File: config.mk
export PLATFORM = sky130hd
export DESIGN_NAME = uart_rx_edge_bit_sampler
export DESIGN_NICKNAME = d
export VERILOG_FILES = /design/src/rtl/uart_rx_edge_bit_sampler.sv
export SDC_FILE = /design/constraint.sdc
export NUM_CORES = 1
export LEC_CHECK = 0
export CAP_MARGIN = 20
export CORE_MARGIN = 10
export CORE_UTILIZATION = 50
export CTS_BUF_LIST = sky130_fd_sc_hd__clkbuf_16
export DETAILED_ROUTE_END_ITERATION = 16
export GPL_TIMING_DRIVEN = 0
export PLACE_DENSITY = 0.77
export SLEW_MARGIN = 20
export SYNTH_ARGS = -nofsm -noshare
export SYNTH_HDL_FRONTEND = slang
export SYNTH_SLANG_ARGS = --single-unit
File: constraint.sdc
create_clock -name CLK -period 3 [get_ports CLK]
set_clock_uncertainty 0.1 [all_clocks]
set_input_delay 0.6 -clock CLK [delete_from_list [all_inputs] [get_ports CLK]]
set_output_delay 0.6 -clock CLK [all_outputs]
set_load 0.01 [all_outputs]
File: src/rtl/uart_rx_edge_bit_sampler.sv
// UART RX timing stage: oversampling edge/bit counters and
// mid-bit three-sample majority vote feeding the frame checkers.
module uart_rx_edge_bit_sampler (
    input  logic       CLK,
    input  logic       RST,
    input  logic       RX_IN,
    input  logic       enable,
    input  logic       par_en,
    input  logic [4:0] prescale,
    output logic [4:0] edge_cnt,
    output logic [3:0] bit_cnt,
    output logic       sampled_bit,
    output logic       sample_valid,
    output logic       frame_done
);

    logic [4:0] eff;
    logic [4:0] mid;
    logic [3:0] last;
    logic       wrap;

    logic [4:0] edge_q, edge_d;
    logic [3:0] bit_q, bit_d;
    logic       s0_q, s0_d;
    logic       s1_q, s1_d;
    logic       smp_q, smp_d;
    logic       vld_q, vld_d;
    logic       done_q, done_d;

    // Ratios below 4 cannot fit three samples inside one bit.
    always_comb begin
        eff  = (prescale < 5'd4) ? 5'd4 : prescale;
        mid  = eff >> 1;
        last = par_en ? 4'd10 : 4'd9;
        wrap = (edge_q >= (eff - 5'd1));
    end

    always_comb begin
        edge_d = edge_q;
        bit_d  = bit_q;
        done_d = 1'b0;
        if (!enable) begin
            edge_d = 5'd0;
            bit_d  = 4'd0;
        end else if (wrap) begin
            edge_d = 5'd0;
            if (bit_q >= last) begin
                bit_d  = 4'd0;
                done_d = 1'b1;
            end else begin
                bit_d = bit_q + 4'd1;
            end
        end else begin
            edge_d = edge_q + 5'd1;
        end
    end

    always_comb begin
        s0_d  = s0_q;
        s1_d  = s1_q;
        smp_d = smp_q;
        vld_d = 1'b0;
        if (!enable) begin
            s0_d = 1'b0;
            s1_d = 1'b0;
        end else begin
            if (edge_q == (mid - 5'd1)) s0_d = RX_IN;
            if (edge_q == mid) s1_d = RX_IN;
            if (edge_q == (mid + 5'd1)) begin
                smp_d = (s0_q & s1_q) | (s0_q & RX_IN) | (s1_q & RX_IN);
                vld_d = 1'b1;
            end
        end
    end

    always_ff @(posedge CLK) begin
        if (RST) begin
            edge_q <= 5'd0;
            bit_q  <= 4'd0;
            s0_q   <= 1'b0;
            s1_q   <= 1'b0;
            smp_q  <= 1'b0;
            vld_q  <= 1'b0;
            done_q <= 1'b0;
        end else begin
            edge_q <= edge_d;
            bit_q  <= bit_d;
            s0_q   <= s0_d;
            s1_q   <= s1_d;
            smp_q  <= smp_d;
            vld_q  <= vld_d;
            done_q <= done_d;
        end
    end

    assign edge_cnt     = edge_q;
    assign bit_cnt      = bit_q;
    assign sampled_bit  = smp_q;
    assign sample_valid = vld_q;
    assign frame_done   = done_q;

endmodule

==> results of run 1 <==
==> final timing paths <==
path / from / to / slack, ns
setup / recovery: prescale[2] / bit_cnt[2]$_SDFFE_PP0P_ / 0.16
hold / removal: s0_q$_SDFFE_PP0N_ / s0_q$_SDFFE_PP0N_ / 0.39
setup reg to reg: edge_cnt[0]$_SDFF_PP0_ / bit_cnt[2]$_SDFFE_PP0P_ / 1.00
hold reg to reg: s0_q$_SDFFE_PP0N_ / s0_q$_SDFFE_PP0N_ / 0.39
==> layer usage <==
| metal | routed length [um] | vias to the layer above |
|---|---|---|
| met5 | 0 | - |
| met4 | 16 | 0 |
| met3 | 185 | 2 |
| met2 | 1119 | 19 |
| met1 | 1124 | 422 |
| li1 | - | 486 |
==> metrics by stage <==
| stage | instances | power, uW | cell area (um^2) | setup slack, ns | hold slack, ns |
|---|---|---|---|---|---|
| final | 175 | 540.8 | 1405 | 0.1642 | 0.3885 |
| after global routing | 175 | 566.9 | 1405 | 0.009962 | 0.4020 |
| after CTS | 175 | 545.1 | 1404 | 0.1739 | 0.3843 |
| after detailed placement | 170 | 289.8 | 1294 | -0.3966 | 0.3780 |
| after global placement | 170 | 287.2 | 1294 | -0.3730 | 0.3456 |
| after floorplan | 123 | 258.7 | 1060 | 0.2770 | 0.3313 |
==> layout make-up <==
class / instances / area (um^2) / share of cell area (%)
Buffer: 5 / 30.03 / 2.137
Clock buffer: 3 / 75.07 / 5.343
Clock inverter: 1 / 3.754 / 0.2671
Inverter: 7 / 26.28 / 1.870
Multi-Input combinational cell: 97 / 750.7 / 53.43
Sequential cell: 14 / 280.3 / 19.95
Tap cell: 27 / 33.78 / 2.404
Timing Repair Buffer: 21 / 205.2 / 14.60
==> tightest hold or removal path: cells and delay by family (launching register included) <==
family           cells  cell delay [ns]
and+or+nand+nor      1             0.06
muxes                1             0.06
DFF                  1             0.31
==> cell usage in the layout (no fill, tap or decap), types with 4 or more instances in the layout <==
cell type	instances
clkdlybuf4s50_1	18
nor3_1	6
xor2_1	6
nand3_1	4
nor2_1	7
dfxtp_1	14
xnor2_1	6
o21ai_0	4
a21oi_1	6
mux2i_1	4
nand2_1	11
inv_1	7
ha_1	11
==> Yosys cell counts, types with 2 or more instances <==
| library cell | number |
|---|---|
| dfxtp_1 | 14 |
| xor2_1 | 6 |
| or3_1 | 2 |
| mux2i_1 | 4 |
| a31oi_1 | 2 |
| nand2_1 | 11 |
| o31ai_1 | 2 |
| ha_1 | 12 |
| xnor2_1 | 6 |
| clkbuf_1 | 3 |
| a21oi_1 | 7 |
| nand2b_1 | 3 |
| inv_1 | 7 |
| nor3_1 | 6 |
| and3_1 | 2 |
| nor2_1 | 7 |
| o21ai_0 | 4 |
| nand3_1 | 4 |
==> power groups by stage <==
stage | Sequential [uW] | Combinational (uW) | Clock, uW
after floorplan | 196 | 62.6 | 0
after global placement | 196 | 91.4 | 0
after detailed placement | 196 | 94.0 | 0
after CTS | 192 | 99.7 | 253
after global routing | 193 | 111 | 263
final | 192 | 99.7 | 249
==> sequential cells by signal, summed over array words and instances, names as in the netlist <==
name and cells:
sample_valid 1, s1_q 1, s0_q 1, sampled_bit 1
bit_cnt 4, edge_cnt 5, frame_done 1
==> timing repair <==
action / in CTS / in global routing
setup endpoints to repair: 10 / 1
pin swaps: 2 / 0
resized for setup: 8 / 1
buffers inserted: 1 / 0
==> cell families (layout without fill, tap and decap cells) <==
family,count (synthesis),count (layout)
mux,5,5
buf+inv,12,37
fa+ha+maj,12,12
flops,14,14
compound gates,26,26
xor+xnor,12,12
simple gates,42,42
==> impl_metrics.json, run 1 <==
{
  "max_cap_viol_count": 0,
  "critPathTopFamily": "compound AO/OA/AOI/OAI gates",
  "die_y_um": 66.04,
  "die_w_um": 66.04,
  "synth_nets": 145,
  "grt_max_degree": 11,
  "fp.coreArea_um2": 1982,
  "fmax_mhz": 352.6,
  "drc": 0,
  "async_reset_ff_share_pct": 0,
  "cts_buffers": 3,
  "setup_violations": 0,
  "syn-mean-instance-area_um2": 8.616,
  "p_comb_share_pct": 18.4,
  "tightest_slew_ns": 0.4864,
  "yosysTopAreaCell": "dfxtp_1",
  "arrival_ns": 2.86,
  "first_global_vias": 954,
  "drt_iter0_drc": 65,
  "dr.pass1.iters": 4,
  "power.density_nw_per_um2": 384.9,
  "hold_viol_final": 0,
  "top_usage_layer": "met2",
  "drive_above_1_share_pct": 10.14,
  "rsz0062_at_grt": "no",
  "power.internal_uw": 413.0,
  "synthDistinctLibCells": 39,
  "cts_max_level": 1,
  "synth_fa_ha_area_share_pct": 14.17,
  "yosysSeqAreaShare_pct": 26.45,
  "cp.buffers_inverters": 2,
  "viasPerCell": 5.309,
  "clock-root-buffer": "clkbuf_16",
  "critPathSlowestCell": "dlygate4sd2_1",
  "ys_warn_count": 0,
  "crit_fanout": 7,
  "min_period_ns": 2.836,
  "start_kind": "primary input",
  "dieArea_um2": 4361,
  "power.leakage_uw": 0.0005771,
  "hold_depth": 2,
  "ir_worst_vdd_mv": 0.7176,
  "areaGrowthSynthToFinish_pct": 32.59,
  "vias": 929,
  "swShare_pct": 23.63,
  "nNetsFinal": 171,
  "tritoncts": "built",
  "wl_mm": 2.444,
  "gp_congestion": 0.7775,
  "grt_pass1_wl_mm": 4.257,
  "hp-class": "reg2reg",
  "synthSimpleGateAreaFrac_pct": 20.31,
  "crit_required_ns": 3.03,
  "slew_headroom_pct": 67.28,
  "synth_top_family_by_area": "simple AND/OR/NAND/NOR gates",
  "gr-usage-met2_pct": 20.05,
  "cp.depth": 11,
  "synth_top_area_share_pct": 26.45,
  "track_usage_pct": 11.88,
  "clock_path_buffers": 2,
  "power_frac_seq_pct": 35.6,
  "synth_mux_area_share_pct": 5.195,
  "start_util_pct": 53.47,
  "clock_sinks": 14,
  "finalMaxSlewViolations": 0,
  "yosys.area_share.xor_xnor_pct": 9.917,
  "synth_ff_type": "dfxtp_1",
  "drt-wirelength-per-cell_um": 13.97,
  "path_cells": "dlygate4sd2_1 -> o21bai_2 -> inv_1 -> ha_2 -> nand2_1 -> xor2_1 -> ha_1 -> a21oi_1 -> o21ai_0 -> a21o_2 -> a32o_1",
  "grt_use_met1_pct": 13.14,
  "synthCells": 123,
  "netlist_area_um2": 1060,
  "port_buffers": 20,
  "dp_hpwl_mm": 1.832,
  "cp_slowest_stage_delay_ns": 0.33,
  "clk_pin_slew_ns": 0.05,
  "fillers": 153,
  "ant_nets": 0,
  "grt_util_met3_pct": 5.932,
  "status": "completed",
  "antenna_found_initial": 0,
  "io_pins": 22,
  "cts_hold_buf": 0,
  "r2r_cells": 7,
  "worst-setup-path-type": "in2reg",
  "p_switching_uw": 127.8,
  "synth-seq-cells": 14,
  "grt-ovfl-total": 0,
  "rows": 16,
  "tns_ns": 0,
  "synthTopCellsByArea": "dfxtp_1, ha_1, xnor2_1",
  "diodes": 0,
  "period_share_pct": 94.53,
  "cp-end-kind": "register",
  "clkLatencyLatePin_ns": 0.24,
  "clkPwrFrac_pct": 46.0,
  "synth_edf_count": 0,
  "final_util_pct": 70.90,
  "synth_compound_area_share_pct": 18.89
}
(Power assumes the default switching activity.)
==> inputs of run 2 (changes only) <==
SKIP_CTS_REPAIR_TIMING = 1   (was default)
==> run 2 against run 1 <==
  * Clock-buffer cell count is the same
  * Global-route usage shrank 0.068 points
  * Hold slack got worse by 0.0034 ns
  * Non-clock buffer count unchanged
  * Die area is the same
  * Worst setup slack improved by 0.044 ns
  * Flip-flop and latch count unchanged
  * Utilization grew 1.1 points
  * Register-to-register slack hardly changed
  * Fmax is 1.6% higher
  * Critical endpoint unchanged
==> impl_metrics.json, run 2 (synthesis results as in run 1) <==
{
  "status": "completed",
  "cts_max_level": 1,
  "antenna_found_initial": 0,
  "track_usage_pct": 11.81,
  "die_y_um": 66.04,
  "layout_common_cells": "clkdlybuf4s50_1, dfxtp_1, nand2_1, ha_1",
  "gp_congestion": 0.7775,
  "tightest_slew_ns": 0.4864,
  "crit_required_ns": 3.03,
  "clk_pin_slew_ns": 0.05,
  "port_buffers": 20,
  "viasPerCell": 5.286,
  "finalMaxSlewViolations": 0,
  "vias": 925,
  "hold_viol_final": 0,
  "dp_hpwl_mm": 1.832,
  "slew_headroom_pct": 67.28,
  "fillers": 150,
  "drt-wirelength-per-cell_um": 14.14,
  "drt_iter0_drc": 44,
  "rsz0062_at_grt": "no",
  "met1_length_mm": 1.137,
  "multiInputGateArea_um2": 764.5,
  "drive_above_1_share_pct": 9.459,
  "tritoncts": "built",
  "nNetsFinal": 171,
  "max_cap_viol_count": 0,
  "worst-setup-path-type": "in2reg",
  "start_util_pct": 53.47,
  "top_layer_used": "met4",
  "power.density_nw_per_um2": 381.3,
  "drc": 0,
  "dieArea_um2": 4361,
  "crit_fanout": 7,
  "tns_ns": 0,
  "power.leakage_uw": 0.0005945,
  "grt-ovfl-total": 0,
  "grt_max_degree": 11,
  "layout_commonest_cell": "clkdlybuf4s50_1",
  "layout.cells.non_filler": 175,
  "clock_path_buffers": 2,
  "grt_pass1_wl_mm": 4.229,
  "dr.pass1.iters": 4,
  "pre_cts_ws_ns": -0.3966,
  "areaGrowthSynthToFinish_pct": 34.59,
  "wl_met3_um": 166,
  "setup_violations": 0,
  "cts_buffers": 3,
  "rows": 16,
  "die_w_um": 66.04,
  "fp.coreArea_um2": 1982,
  "final_util_pct": 71.97,
  "start_kind": "primary input",
  "cp-end-kind": "register",
  "wl_met2_mm": 1.156,
  "diodes": 0,
  "min_period_ns": 2.792,
  "clkLatencyLatePin_ns": 0.24,
  "fin_ws_ns": 0.2085,
  "largest_register_ffs": 5,
  "seqCellArea_um2": 280.3,
  "place_inst": 170,
  "io_pins": 22,
  "fmax_mhz": 358.2,
  "placed_area_um2": 1294,
  "wl_mm": 2.475,
  "ir_worst_vdd_mv": 0.7172,
  "arrival_ns": 2.82,
  "period_share_pct": 93.05,
  "first_global_vias": 964,
  "hp-class": "reg2reg",
  "clock-root-buffer": "clkbuf_16",
  "clock_sinks": 14,
  "fin_area_um2": 1426,
  "ant_nets": 0
}
## run 2: final timing paths
path / start / cells after the start / slack [ns] / end
max: prescale[1] / 9 / 0.21 / bit_cnt[2]$_SDFFE_PP0P_
min: s0_q$_SDFFE_PP0N_ / 2 / 0.39 / s0_q$_SDFFE_PP0N_
max reg2reg: edge_cnt[0]$_SDFF_PP0_ / 7 / 1.01 / bit_cnt[2]$_SDFFE_PP0P_
min reg2reg: s0_q$_SDFFE_PP0N_ / 2 / 0.39 / s0_q$_SDFFE_PP0N_
## run 2: power by group
part           switching (uW)  leakage [uW]  internal, uW
registers                3.38      0.000113           189
clock network            72.5     0.0000385           176
logic                    52.4      0.000443          50.6
## run 2: stage by stage
| stage | hold WS (ns) | power [uW] |
|---|---|---|
| 4_1_cts | 0.3843 | 540.5 |
| 2_1_floorplan | 0.3313 | 258.7 |
| 3_3_place_gp | 0.3456 | 287.2 |
| 3_5_place_dp | 0.3780 | 289.8 |
| 6_report | 0.3851 | 543.8 |
| 5_1_grt | 0.4020 | 570.4 |
## run 2: final cells by class
cell class	instances	share of cell area, %
repair buffers	21	14.91
inverters	7	1.842
flip-flops and latches	14	19.65
well taps	27	2.368
clock inverters	1	0.2632
multi-input cells	97	53.60
clock buffers	3	5.263
plain buffers	5	2.105
## run 2: critical path: stages
cell and delay [ns]:
clkdlybuf4s50_1 0.56, o31ai_4 0.12, buf_4 0.16, ha_1 0.28, ha_1 0.28, a21oi_1 0.18
o21ai_0 0.13, a21o_2 0.28, a32o_1 0.22
## run 2: layer usage
layer / global-route usage [%] / vias up
li1: - / 492
met3: 5.932 / 2
met4: 2.356 / 0
met5: 0 / -
met2: 20.05 / 17
met1: 12.95 / 414
